`src/rtl/rgmii_pkg.sv`:
```
// Shared types and constants for the RGMII receive framer.
// Optional CRC checking is enabled with RGMII_RX_CRC_CHECK_EN.
package rgmii_pkg;

  typedef enum logic [1:0] {
    IDLE = 2'd0,
    PRE  = 2'd1,
    DATA = 2'd2,
    DROP = 2'd3
  } state_t;

  localparam logic [7:0]  PREAMBLE_BYTE = 8'h55;
  localparam logic [7:0]  SFD_BYTE      = 8'hD5;

  localparam logic [31:0] CRC_POLY      = 32'h04C1_1DB7;
  localparam logic [31:0] CRC_INIT      = 32'hFFFF_FFFF;
  localparam logic [31:0] CRC_RESIDUE   = 32'hC704_DD7B;

  localparam logic [1:0]  SPEED_10M     = 2'b00;
  localparam logic [1:0]  SPEED_100M    = 2'b01;
  localparam logic [1:0]  SPEED_1G      = 2'b10;

  function automatic logic [31:0] bit_rev32(input logic [31:0] v);
    logic [31:0] r;
    for (int i = 0; i < 32; i++) r[i] = v[31-i];
    return r;
  endfunction

endpackage

```
`src/rtl/rgmii_crc32_d8.sv`:
```
// Combinational one-byte step of the reflected (LSB-first) Ethernet CRC-32.
// Only instantiated when RGMII_RX_CRC_CHECK_EN is defined.
module rgmii_crc32_d8
  import rgmii_pkg::*;
(
  input  logic [31:0] crc_in,
  input  logic [7:0]  d,
  output logic [31:0] crc_out
);

  localparam logic [31:0] POLY_REFL = bit_rev32(CRC_POLY);

  always_comb begin
    crc_out = crc_in ^ {24'h0, d};
    for (int i = 0; i < 8; i++) begin
      crc_out = crc_out[0] ? ((crc_out >> 1) ^ POLY_REFL) : (crc_out >> 1);
    end
  end

endmodule

```
`src/rtl/rgmii_rx_framer.sv`:
```
// GMII receive framer: strips preamble/SFD, emits a valid/last/user byte stream,
// latches in-band link status and counts frames. CRC check under RGMII_RX_CRC_CHECK_EN.
module rgmii_rx_framer
  import rgmii_pkg::*;
#(
  parameter int MIN_LEN = 64,
  parameter int MAX_LEN = 1522,
  parameter int CNT_W   = 16
) (
  input  logic             clk,
  input  logic             rst_n,
  input  logic [7:0]       gmii_rxd,
  input  logic             gmii_rx_dv,
  input  logic             gmii_rx_er,
  output logic [7:0]       m_tdata,
  output logic             m_tvalid,
  output logic             m_tlast,
  output logic             m_tuser,
  output logic             link_up,
  output logic [1:0]       link_speed,
  output logic             link_duplex,
  output logic [CNT_W-1:0] frame_cnt,
  output logic [CNT_W-1:0] err_cnt
);

  localparam int              LEN_W = $clog2(MAX_LEN + 1);
  localparam logic [LEN_W-1:0] MIN_L = LEN_W'(MIN_LEN);
  localparam logic [LEN_W-1:0] MAX_L = LEN_W'(MAX_LEN);

  state_t           state_q, state_d;
  logic [7:0]       hold_q, hold_d;
  logic [LEN_W-1:0] len_q, len_d;
  logic             err_q, err_d;
  logic [7:0]       tdata_q, tdata_d;
  logic             tvalid_q, tvalid_d, tlast_q, tlast_d, tuser_q, tuser_d;
  logic             empty_q, empty_d;
  logic             link_up_q, link_up_d, link_duplex_q, link_duplex_d;
  logic [1:0]       link_speed_q, link_speed_d;
  logic [CNT_W-1:0] frame_cnt_q, err_cnt_q;
  logic             sfd_hit, load_byte, crc_bad;

  always_comb begin
    state_d       = state_q;
    hold_d        = hold_q;
    len_d         = len_q;
    err_d         = err_q;
    tdata_d       = tdata_q;
    tvalid_d      = 1'b0;
    tlast_d       = 1'b0;
    tuser_d       = 1'b0;
    empty_d       = 1'b0;
    link_up_d     = link_up_q;
    link_speed_d  = link_speed_q;
    link_duplex_d = link_duplex_q;
    sfd_hit       = 1'b0;
    load_byte     = 1'b0;
    case (state_q)
      IDLE: begin
        if (!gmii_rx_dv && !gmii_rx_er) begin
          link_up_d     = gmii_rxd[0];
          link_speed_d  = gmii_rxd[2:1];
          link_duplex_d = gmii_rxd[3];
        end else if (gmii_rx_dv) begin
          if (gmii_rxd == PREAMBLE_BYTE) state_d = PRE;
          else if (gmii_rxd == SFD_BYTE) begin
            state_d = DATA;
            sfd_hit = 1'b1;
          end else state_d = DROP;
        end
      end
      PRE: begin
        if (!gmii_rx_dv) state_d = IDLE;
        else if (gmii_rxd == SFD_BYTE) begin
          state_d = DATA;
          sfd_hit = 1'b1;
        end else if (gmii_rxd != PREAMBLE_BYTE) state_d = DROP;
      end
      DATA: begin
        // Hold register delays the stream one byte so tlast can ride on the final byte.
        if (len_q == MAX_L) begin
          tvalid_d = 1'b1;
          tlast_d  = 1'b1;
          tuser_d  = 1'b1;
          tdata_d  = hold_q;
          state_d  = gmii_rx_dv ? DROP : IDLE;
        end else if (gmii_rx_dv) begin
          if (len_q != '0) begin
            tvalid_d = 1'b1;
            tdata_d  = hold_q;
          end
          hold_d    = gmii_rxd;
          len_d     = len_q + LEN_W'(1);
          load_byte = 1'b1;
          if (gmii_rx_er) err_d = 1'b1;
        end else begin
          state_d = IDLE;
          if (len_q == '0) empty_d = 1'b1;
          else begin
            tvalid_d = 1'b1;
            tlast_d  = 1'b1;
            tdata_d  = hold_q;
            tuser_d  = err_q || (len_q < MIN_L) || crc_bad;
          end
        end
      end
      DROP: begin
        if (!gmii_rx_dv) state_d = IDLE;
      end
      default: state_d = IDLE;
    endcase
    if (sfd_hit) begin
      len_d = '0;
      err_d = 1'b0;
    end
  end

`ifdef RGMII_RX_CRC_CHECK_EN
  logic [31:0] crc_q, crc_d, crc_next;

  rgmii_crc32_d8 u_crc (
    .crc_in  (crc_q),
    .d       (gmii_rxd),
    .crc_out (crc_next)
  );

  always_comb begin
    crc_d = crc_q;
    if (sfd_hit)        crc_d = CRC_INIT;
    else if (load_byte) crc_d = crc_next;
  end

  always_ff @(posedge clk or negedge rst_n) begin
    if (!rst_n) crc_q <= CRC_INIT;
    else        crc_q <= crc_d;
  end

  // Register is LSB-first; the residue constant is in MSB-first notation.
  assign crc_bad = (bit_rev32(crc_q) != CRC_RESIDUE);
`else
  logic unused_crc_load;
  assign unused_crc_load = load_byte;
  assign crc_bad         = 1'b0;
`endif

  always_ff @(posedge clk or negedge rst_n) begin
    if (!rst_n) begin
      state_q       <= IDLE;
      hold_q        <= '0;
      len_q         <= '0;
      err_q         <= 1'b0;
      tdata_q       <= '0;
      tvalid_q      <= 1'b0;
      tlast_q       <= 1'b0;
      tuser_q       <= 1'b0;
      empty_q       <= 1'b0;
      link_up_q     <= 1'b0;
      link_speed_q  <= SPEED_10M;
      link_duplex_q <= 1'b0;
      frame_cnt_q   <= '0;
      err_cnt_q     <= '0;
    end else begin
      state_q       <= state_d;
      hold_q        <= hold_d;
      len_q         <= len_d;
      err_q         <= err_d;
      tdata_q       <= tdata_d;
      tvalid_q      <= tvalid_d;
      tlast_q       <= tlast_d;
      tuser_q       <= tuser_d;
      empty_q       <= empty_d;
      link_up_q     <= link_up_d;
      link_speed_q  <= link_speed_d;
      link_duplex_q <= link_duplex_d;
      if (tlast_q && !tuser_q)              frame_cnt_q <= frame_cnt_q + CNT_W'(1);
      if ((tlast_q && tuser_q) || empty_q)  err_cnt_q   <= err_cnt_q + CNT_W'(1);
    end
  end

  assign m_tdata     = tdata_q;
  assign m_tvalid    = tvalid_q;
  assign m_tlast     = tlast_q;
  assign m_tuser     = tuser_q;
  assign link_up     = link_up_q;
  assign link_speed  = link_speed_q;
  assign link_duplex = link_duplex_q;
  assign frame_cnt   = frame_cnt_q;
  assign err_cnt     = err_cnt_q;

endmodule
```
`config.mk`:
```
export PLATFORM = sky130hd
export DESIGN_NAME = rgmii_rx_framer
export DESIGN_NICKNAME = d
export VERILOG_FILES = /design/src/rtl/rgmii_pkg.sv /design/src/rtl/rgmii_crc32_d8.sv /design/src/rtl/rgmii_rx_framer.sv
export SDC_FILE = /design/constraint.sdc
export NUM_CORES = 1
export LEC_CHECK = 0
export BUFFER_PORTS_ARGS = -buffer_cell sky130_fd_sc_hd__buf_2
export CORE_UTILIZATION = 40
export CTS_CLUSTER_SIZE = 20
export DETAILED_ROUTE_END_ITERATION = 12
export PLACE_DENSITY = 0.6
export SYNTH_ARGS = -nofsm -noshare
export SYNTH_HDL_FRONTEND = slang
export SYNTH_SLANG_ARGS = --single-unit
```
`constraint.sdc`:
```
create_clock -name clk -period 2.55 [get_ports clk]
set_clock_uncertainty 0.15 [all_clocks]
set_input_delay 0.1275 -clock clk [delete_from_list [all_inputs] [get_ports clk]]
set_output_delay 0.1275 -clock clk [all_outputs]
set_load 0.005 [all_outputs]
```
==> results.yml, run 1 <==
cells_and_area:
  layout.nets: 349
  fin_cells: 439
  most-common-layout-cells: "dfrtp_1, buf_2, xnor2_1"
  diodes: 0
  area_growth_pct: 22.0
  drive_above_1_share_pct: 30.9
  final_common_cell: "dfrtp_1"
  fill_cells: 734
yosys:
  ys_types: 33
  synth_warnings: 0
  yosys.area.top_type_share_pct: 55.4
  syn-num-nets: 272
  ys_ff_latch: 70
  synth_largest_area_cell: "dfrtp_1"
  synth_edf_count: 0
  synth_seq_area_share_pct: 55.4
  synthArstFlopShare_pct: 100
  syn_area_um2: 3160
  synth_top_flop_cell: "dfrtp_1"
  synth.avg_cell_area_um2: 12.4
  synthCells: 255
  yosys-top-cells-area: "dfrtp_1, xnor2_1, mux2_2"
sta:
  hold_viol_final: 0
  tns_ns: 0
  setup_slack_ns: 0.556
  final.min_clock_period_ns: 1.99
  final_max_slew_viol_count: 0
  finalCritPeriodShare_pct: 78.2
  slew_headroom_pct: 58.4
  fmax_ghz: 0.501
  rsz0062_at_grt: "false"
  worst_slew_pin_slew_ns: 0.624
  finalSetupViolCount: 0
place:
  io_buffers: 58
  dpl.hpwl_um: 4100
  place_inst: 412
  gp_congestion: 0.784
  pre_cts_slack_ns: 0.528
drt:
  vias: 2172
  antenna_left: 0
  avgRoutedWirePerCell_um: 13.3
  vias_per_cell: 4.95
  drt_first_pass_iters: 4
  drc: 0
  wirelength_um: 5840
  drt_iter0_markers: 55
power:
  switching_power_uw: 875
  p_comb_share_pct: 19.5
  p_leak_nw: 1.88
  cellPowerDensity_nw_per_um2: 749
  power_frac_clock_pct: 28.3
  seqPwrFrac_pct: 52.2
  ir_drop_uv: 342
  swShare_pct: 30.3
  p_total_mw: 2.89
  power.internal_mw: 2.01
cts:
  cts-root-buf: "clkbuf_8"
  cts_sinks: 70
  clk_pin_slew_ns: 0.07
  post-cts-setup-buffers: 0
  ctsResizeCount: 0
  cts_tree: "done"
  numCtsBuffers: 9
  clock_latency_ns: 0.34
  clockBufferDepth: 2
  cts_max_level: 3
grt:
  first_global_vias: 2111
  grt_overflow: 0
  antenna_found_initial: 0
  grt_max_degree: 46
  grt_use_total_pct: 15.5
  grt_pass1_wl_um: 10100
setup_path:
  path_max_fanout: 11
  cp.required_ns: 2.62
  endpoint_kind: "flip-flop"
  start_kind: "flip-flop"
  path_class: "flip-flop to flip-flop"
  crit_arrival_ns: 2.07
floorplan:
  die_area_um2: 8260
  die_w_um: 90.9
  dieHeight_um: 90.9
  core_region_area_um2: 7690
  start_util_pct: 41.1
  row_count: 32
  io_pins: 59
run:
  cap_violations: 0
status:
  outcome: "finished, final reports clean"
worst_hold_path:
  worstHoldPathType: "primary input to asynchronous set/reset pin"
area by class of cell:
type,count,area [um^2],share of cell area [%]
Clock buffer,11,151,3.93
Multi-Input combinational cell,171,1330,34.5
Inverter,9,33.8,0.876
Tap cell,102,128,3.31
Timing Repair Buffer,71,428,11.1
Sequential cell,70,1750,45.4
Clock inverter,5,33.8,0.876
metrics by stage:
| stage | hold WS, ns | util [%] | instance area, um^2 |
|---|---|---|---|
| after global routing | 0.216 | 50.1 | 3850 |
| final | 0.181 | 50.1 | 3850 |
| after floorplan | -0.318 | - | 3160 |
| after CTS | 0.188 | 50.1 | 3850 |
| after detailed placement | 0.0210 | 46.3 | 3560 |
| after global placement | 0.0193 | 46.3 | 3560 |
final timing paths:
kind,start,end,slack [ns],cells past startpoint
worst min-delay path,rst_n,frame_cnt[6]$_DFFE_PN0P_,0.18,2
min in group clk,frame_cnt[15]$_DFFE_PN0P_,frame_cnt[15]$_DFFE_PN0P_,0.32,1
max in group asynchronous,rst_n,err_cnt[4]$_DFFE_PN0P_,1.42,3
worst max-delay path,len_q[3]$_DFFE_PN0P_,m_tdata[0]$_DFFE_PN0P_,0.56,4
worst max register to register,len_q[3]$_DFFE_PN0P_,m_tdata[0]$_DFFE_PN0P_,0.56,4
worst min register to register,frame_cnt[15]$_DFFE_PN0P_,frame_cnt[15]$_DFFE_PN0P_,0.32,1
synthesized netlist by cell type, drive strengths merged (3+ instances only):
library cell and n:
o21ai 4, inv 9, ha 5, and4 4, a21oi 5, xnor2 24, nand2 18, dfrtp 70
and2 5, xor2 12, nor2b 5, nor4 5, mux2 22, nand3 12, buf 5, nand4 19
and3 3, nor2 11
critical path, stage by stage, from the launching register on:
cell and delay [ns]:
dfrtp_1 0.50, nor4_1 0.32, nand4b_1 0.16, nand2_1 0.36, mux2_2 0.39
cells by family (layout without fill, tap and decap cells):
logic type	Yosys count	after routing	synth area share, %
multiplexers	24	24	9.30
flip-flops	70	70	55.4
adder cells (fa/ha/maj)	5	5	1.98
buffers and inverters	14	96	2.53
AO/OA/AOI/OAI	13	13	2.34
AND/OR/NAND/NOR	93	93	18.4
XOR/XNOR	36	36	9.98
flip-flops by register name (all words and copies together) (netlist names):
signal       flops
empty_q          1
err_cnt         16
err_q            1
frame_cnt       16
hold_q           8
len_q           11
link_duplex      1
link_speed       2
link_up          1
m_tdata          8
m_tlast          1
m_tuser          1
m_tvalid         1
state_q          2
layer usage:
layer  global-route usage (%)  up-vias  wire (um)
met2                     24.5       66       2760
met4                     3.97        0         60
met5                        0        -          0
li1                         -     1050          -
met1                     20.5     1049       2700
met3                     5.22        7        322
power groups by stage:
stage	combinational (mW)	sequential [mW]	clock, mW
floorplan	0.363	1.48	0
global placement	0.545	1.53	0
detailed placement	0.558	1.53	0
CTS	0.575	1.51	0.848
global route	0.637	1.55	0.898
finish	0.563	1.51	0.817
timing repair:
action | 4_1_cts | 5_1_grt
endpoints found under the setup margin | 0 | 0
hold buffers | 11 | 0
endpoints found under the hold margin | 41 | 0
Note: power is estimated with default switching activity, not from simulation.
==> inputs of run 2 (changes only) <==
- ABC_AREA: not set -> 1
- PLACE_DENSITY: 0.6 -> 0.59
- clock period: 2.55 -> 2 ns (I/O delays scaled with it)
==> run 2 against run 1 <==
  * Power rose by 39%
  * Combinational power rose by 42%
  * Area after synthesis up 11%
  * Register-to-register slack worse by 0.36 ns
  * Non-clock buffer count grew 2
  * Global-route usage grew 1.4 points
  * Sequential cell count is the same
  * Wire length grew 21%
  * Die area increased by 11%
  * Cell area rose by 11%
  * Clock power up 64%
  * Largest power group unchanged
==> results.yml, run 2 <==
setup_path:
  rr_worst_depth: 9
  start_kind: "flip-flop"
  critical-path-top-delay-family: "simple AND/OR/NAND/NOR gates"
  r2r_slack_ns: 0.19
  worst-path-buf-inv: 2
  cp.depth: 9
  path_max_fanout: 16
  path_cells: "inv_1, ha_1, nand2_1, nor2_1, nand3_4, nand3_4, buf_4, nor2_1, a21oi_1"
  endpoint_kind: "flip-flop"
  r2r-end: "hold_q[4]$_DFFE_PN0P_"
  critPathSlowestCell: "dfrtp_1"
  crit_arrival_ns: 1.91
  rr_startpoint: "len_q[0]$_DFFE_PN0P_"
  critical_path.endpoint: "hold_q[4]$_DFFE_PN0P_"
  cp-startpoint: "len_q[0]$_DFFE_PN0P_"
  max_stage_delay_ns: 0.43
  cp.required_ns: 2.11
  path_class: "flip-flop to flip-flop"
yosys:
  synthArstFlopShare_pct: 100
  synth_mux_area_share_pct: 0
  synth_compound_area_share_pct: 3.84
  synth_commonest_cells: "nand2_1, dfrtp_1, inv_1, nor2_1, nand3_1"
  synth_adder_area_share_pct: 1.78
  synth_top_flop_cell: "dfrtp_1"
  yosys.area.top_type_share_pct: 49.7
  synthCells: 433
  synth.avg_cell_area_um2: 8.13
  synth_largest_area_cell: "dfrtp_1"
  syn_area_um2: 3520
  ys_types: 29
  synth.most_common_cell: "nand2_1"
  synth_warnings: 0
  ys_ff_latch: 70
  yosys-top-cells-area: "dfrtp_1, nand2_1, inv_1"
  synthXorXnorAreaFrac_pct: 6.47
  synth_seq_area_share_pct: 49.7
  synth-simple-area-share_pct: 31.2
  syn-num-nets: 450
  synth_top_family_by_area: "simple AND/OR/NAND/NOR gates"
  synth_edf_count: 0
grt:
  grt_max_degree: 71
  first_global_vias: 2700
  grt_pass1_wl_um: 12100
  grt_overflow: 0
  grt_use_total_pct: 16.9
  antenna_found_initial: 0
floorplan:
  die_area_um2: 9180
  core_region_area_um2: 8380
  die_w_um: 95.8
  io_pins: 59
  dieHeight_um: 95.8
  start_util_pct: 42.0
  row_count: 33
cts:
  cts-root-buf: "clkbuf_8"
  clock_latency_ns: 0.34
  clk_pin_slew_ns: 0.07
  clockBufferDepth: 2
  cts_sinks: 70
  ctsResizeCount: 0
  cts_tree: "done"
  numCtsBuffers: 9
  cts_max_level: 3
status:
  outcome: "finished, final reports clean"
place:
  dpl.hpwl_um: 5040
  io_buffers: 58
  place_area_um2: 3950
  place_inst: 595
  pre_cts_slack_ns: 0.224
  gp_congestion: 0.803
cells_and_area:
  regArea_um2: 1750
  drive_above_1_share_pct: 17.2
  most-common-layout-cells: "nand2_1, dfrtp_1, buf_2"
  multi_input_area_um2: 1530
  diodes: 0
  utilization_pct: 51.2
  fill_cells: 793
  final_common_cell: "nand2_1"
  fin_cells: 622
  area_growth_pct: 21.9
  layout.nets: 529
  fin_area_um2: 4290
sta:
  whs_ns: 0.170
  slew_headroom_pct: 74.7
  setup_slack_ns: 0.194
  finalSetupViolCount: 0
  worst_slew_pin_slew_ns: 0.380
  final_max_slew_viol_count: 0
  fmax_ghz: 0.554
  tns_ns: 0
  hold_viol_final: 0
  final.min_clock_period_ns: 1.81
  finalCritPeriodShare_pct: 90.3
  rsz0062_at_grt: "false"
power:
  p_total_mw: 4.03
  ir_drop_uv: 457
  cellPowerDensity_nw_per_um2: 938
  p_leak_nw: 2.24
drt:
  vias_per_cell: 4.67
  avgRoutedWirePerCell_um: 11.4
  wirelength_um: 7070
  vias: 2907
  antenna_left: 0
  drt_iter0_markers: 61
  drc: 0
  drt_first_pass_iters: 4
run:
  cap_violations: 0
worst_hold_path:
  worstHoldPathType: "primary input to asynchronous set/reset pin"
## run 2: cell count changes after synthesis, moves of 5 or more
cell     delta
nand3_1    +20
xnor2_1    -15
nand2_1   +119
mux2_2     -15
nor2b_1     -5
o21ai_0    +13
nor3_1      +7
mux2_4      -7
inv_1      +46
xor2_1      +5
nor2_1     +26
## run 2: final cells by class
cell class,instances,share of cell area [%]
clock buffers,12,3.15
clock inverters,4,2.22
inverters,56,4.93
multi-input cells,302,35.5
flip-flops and latches,70,40.8
well taps,105,3.06
repair buffers,73,10.3
## run 2: worst register-to-register path, stage by stage (launching register included)
cell and delay [ns]:
dfrtp_1 0.43, inv_1 0.15, ha_1 0.16, nand2_1 0.05, nor2_1 0.16, nand3_4 0.15, nand3_4 0.10, buf_4 0.19
nor2_1 0.07, a21oi_1 0.11
## run 2: routing by layer
metal / routed length [um] / share of wire (%) / track usage [%]
met2: 3200 / 45 / 27.7
met1: 3460 / 49 / 22.1
met3: 339 / 4.8 / 4.74
met5: 0 / 0 / 0
met4: 72 / 1.0 / 4.35
## run 2: what timing repair did
item	in CTS	in global routing
endpoints found under the hold margin	86	0
hold buffers	11	0
buffers inserted	0	0
## run 2: worst min-delay path by stage
stage / startpoint / endpoint / slack, ns
3_3_place_gp: rst_n / frame_cnt[7]$_DFFE_PN0P_ / 0.009
6_report: rst_n / frame_cnt[7]$_DFFE_PN0P_ / 0.17
4_1_cts: rst_n / frame_cnt[7]$_DFFE_PN0P_ / 0.18
3_5_place_dp: rst_n / frame_cnt[7]$_DFFE_PN0P_ / 0.007
5_1_grt: rst_n / frame_cnt[6]$_DFFE_PN0P_ / 0.19
2_1_floorplan: rst_n / empty_q$_DFF_PN0_ / -0.35
## run 2: power breakdown
part           switching [mW]  leakage, nW  internal (mW)  total (mW)
Sequential              0.224        0.919           1.67        1.89
Clock                   0.509        0.115          0.829        1.34
Combinational           0.451         1.21          0.349       0.800
## run 2: logic make-up (layout without fill, tap and decap cells)
logic type / count (synthesis) / after routing
adders and majority gates: 5 / 5
AOI/OAI and AO/OA: 26 / 26
DFF: 70 / 70
xor gates and xnor gates: 26 / 26
buffers and inverters: 61 / 145
and+or+nand+nor: 245 / 245
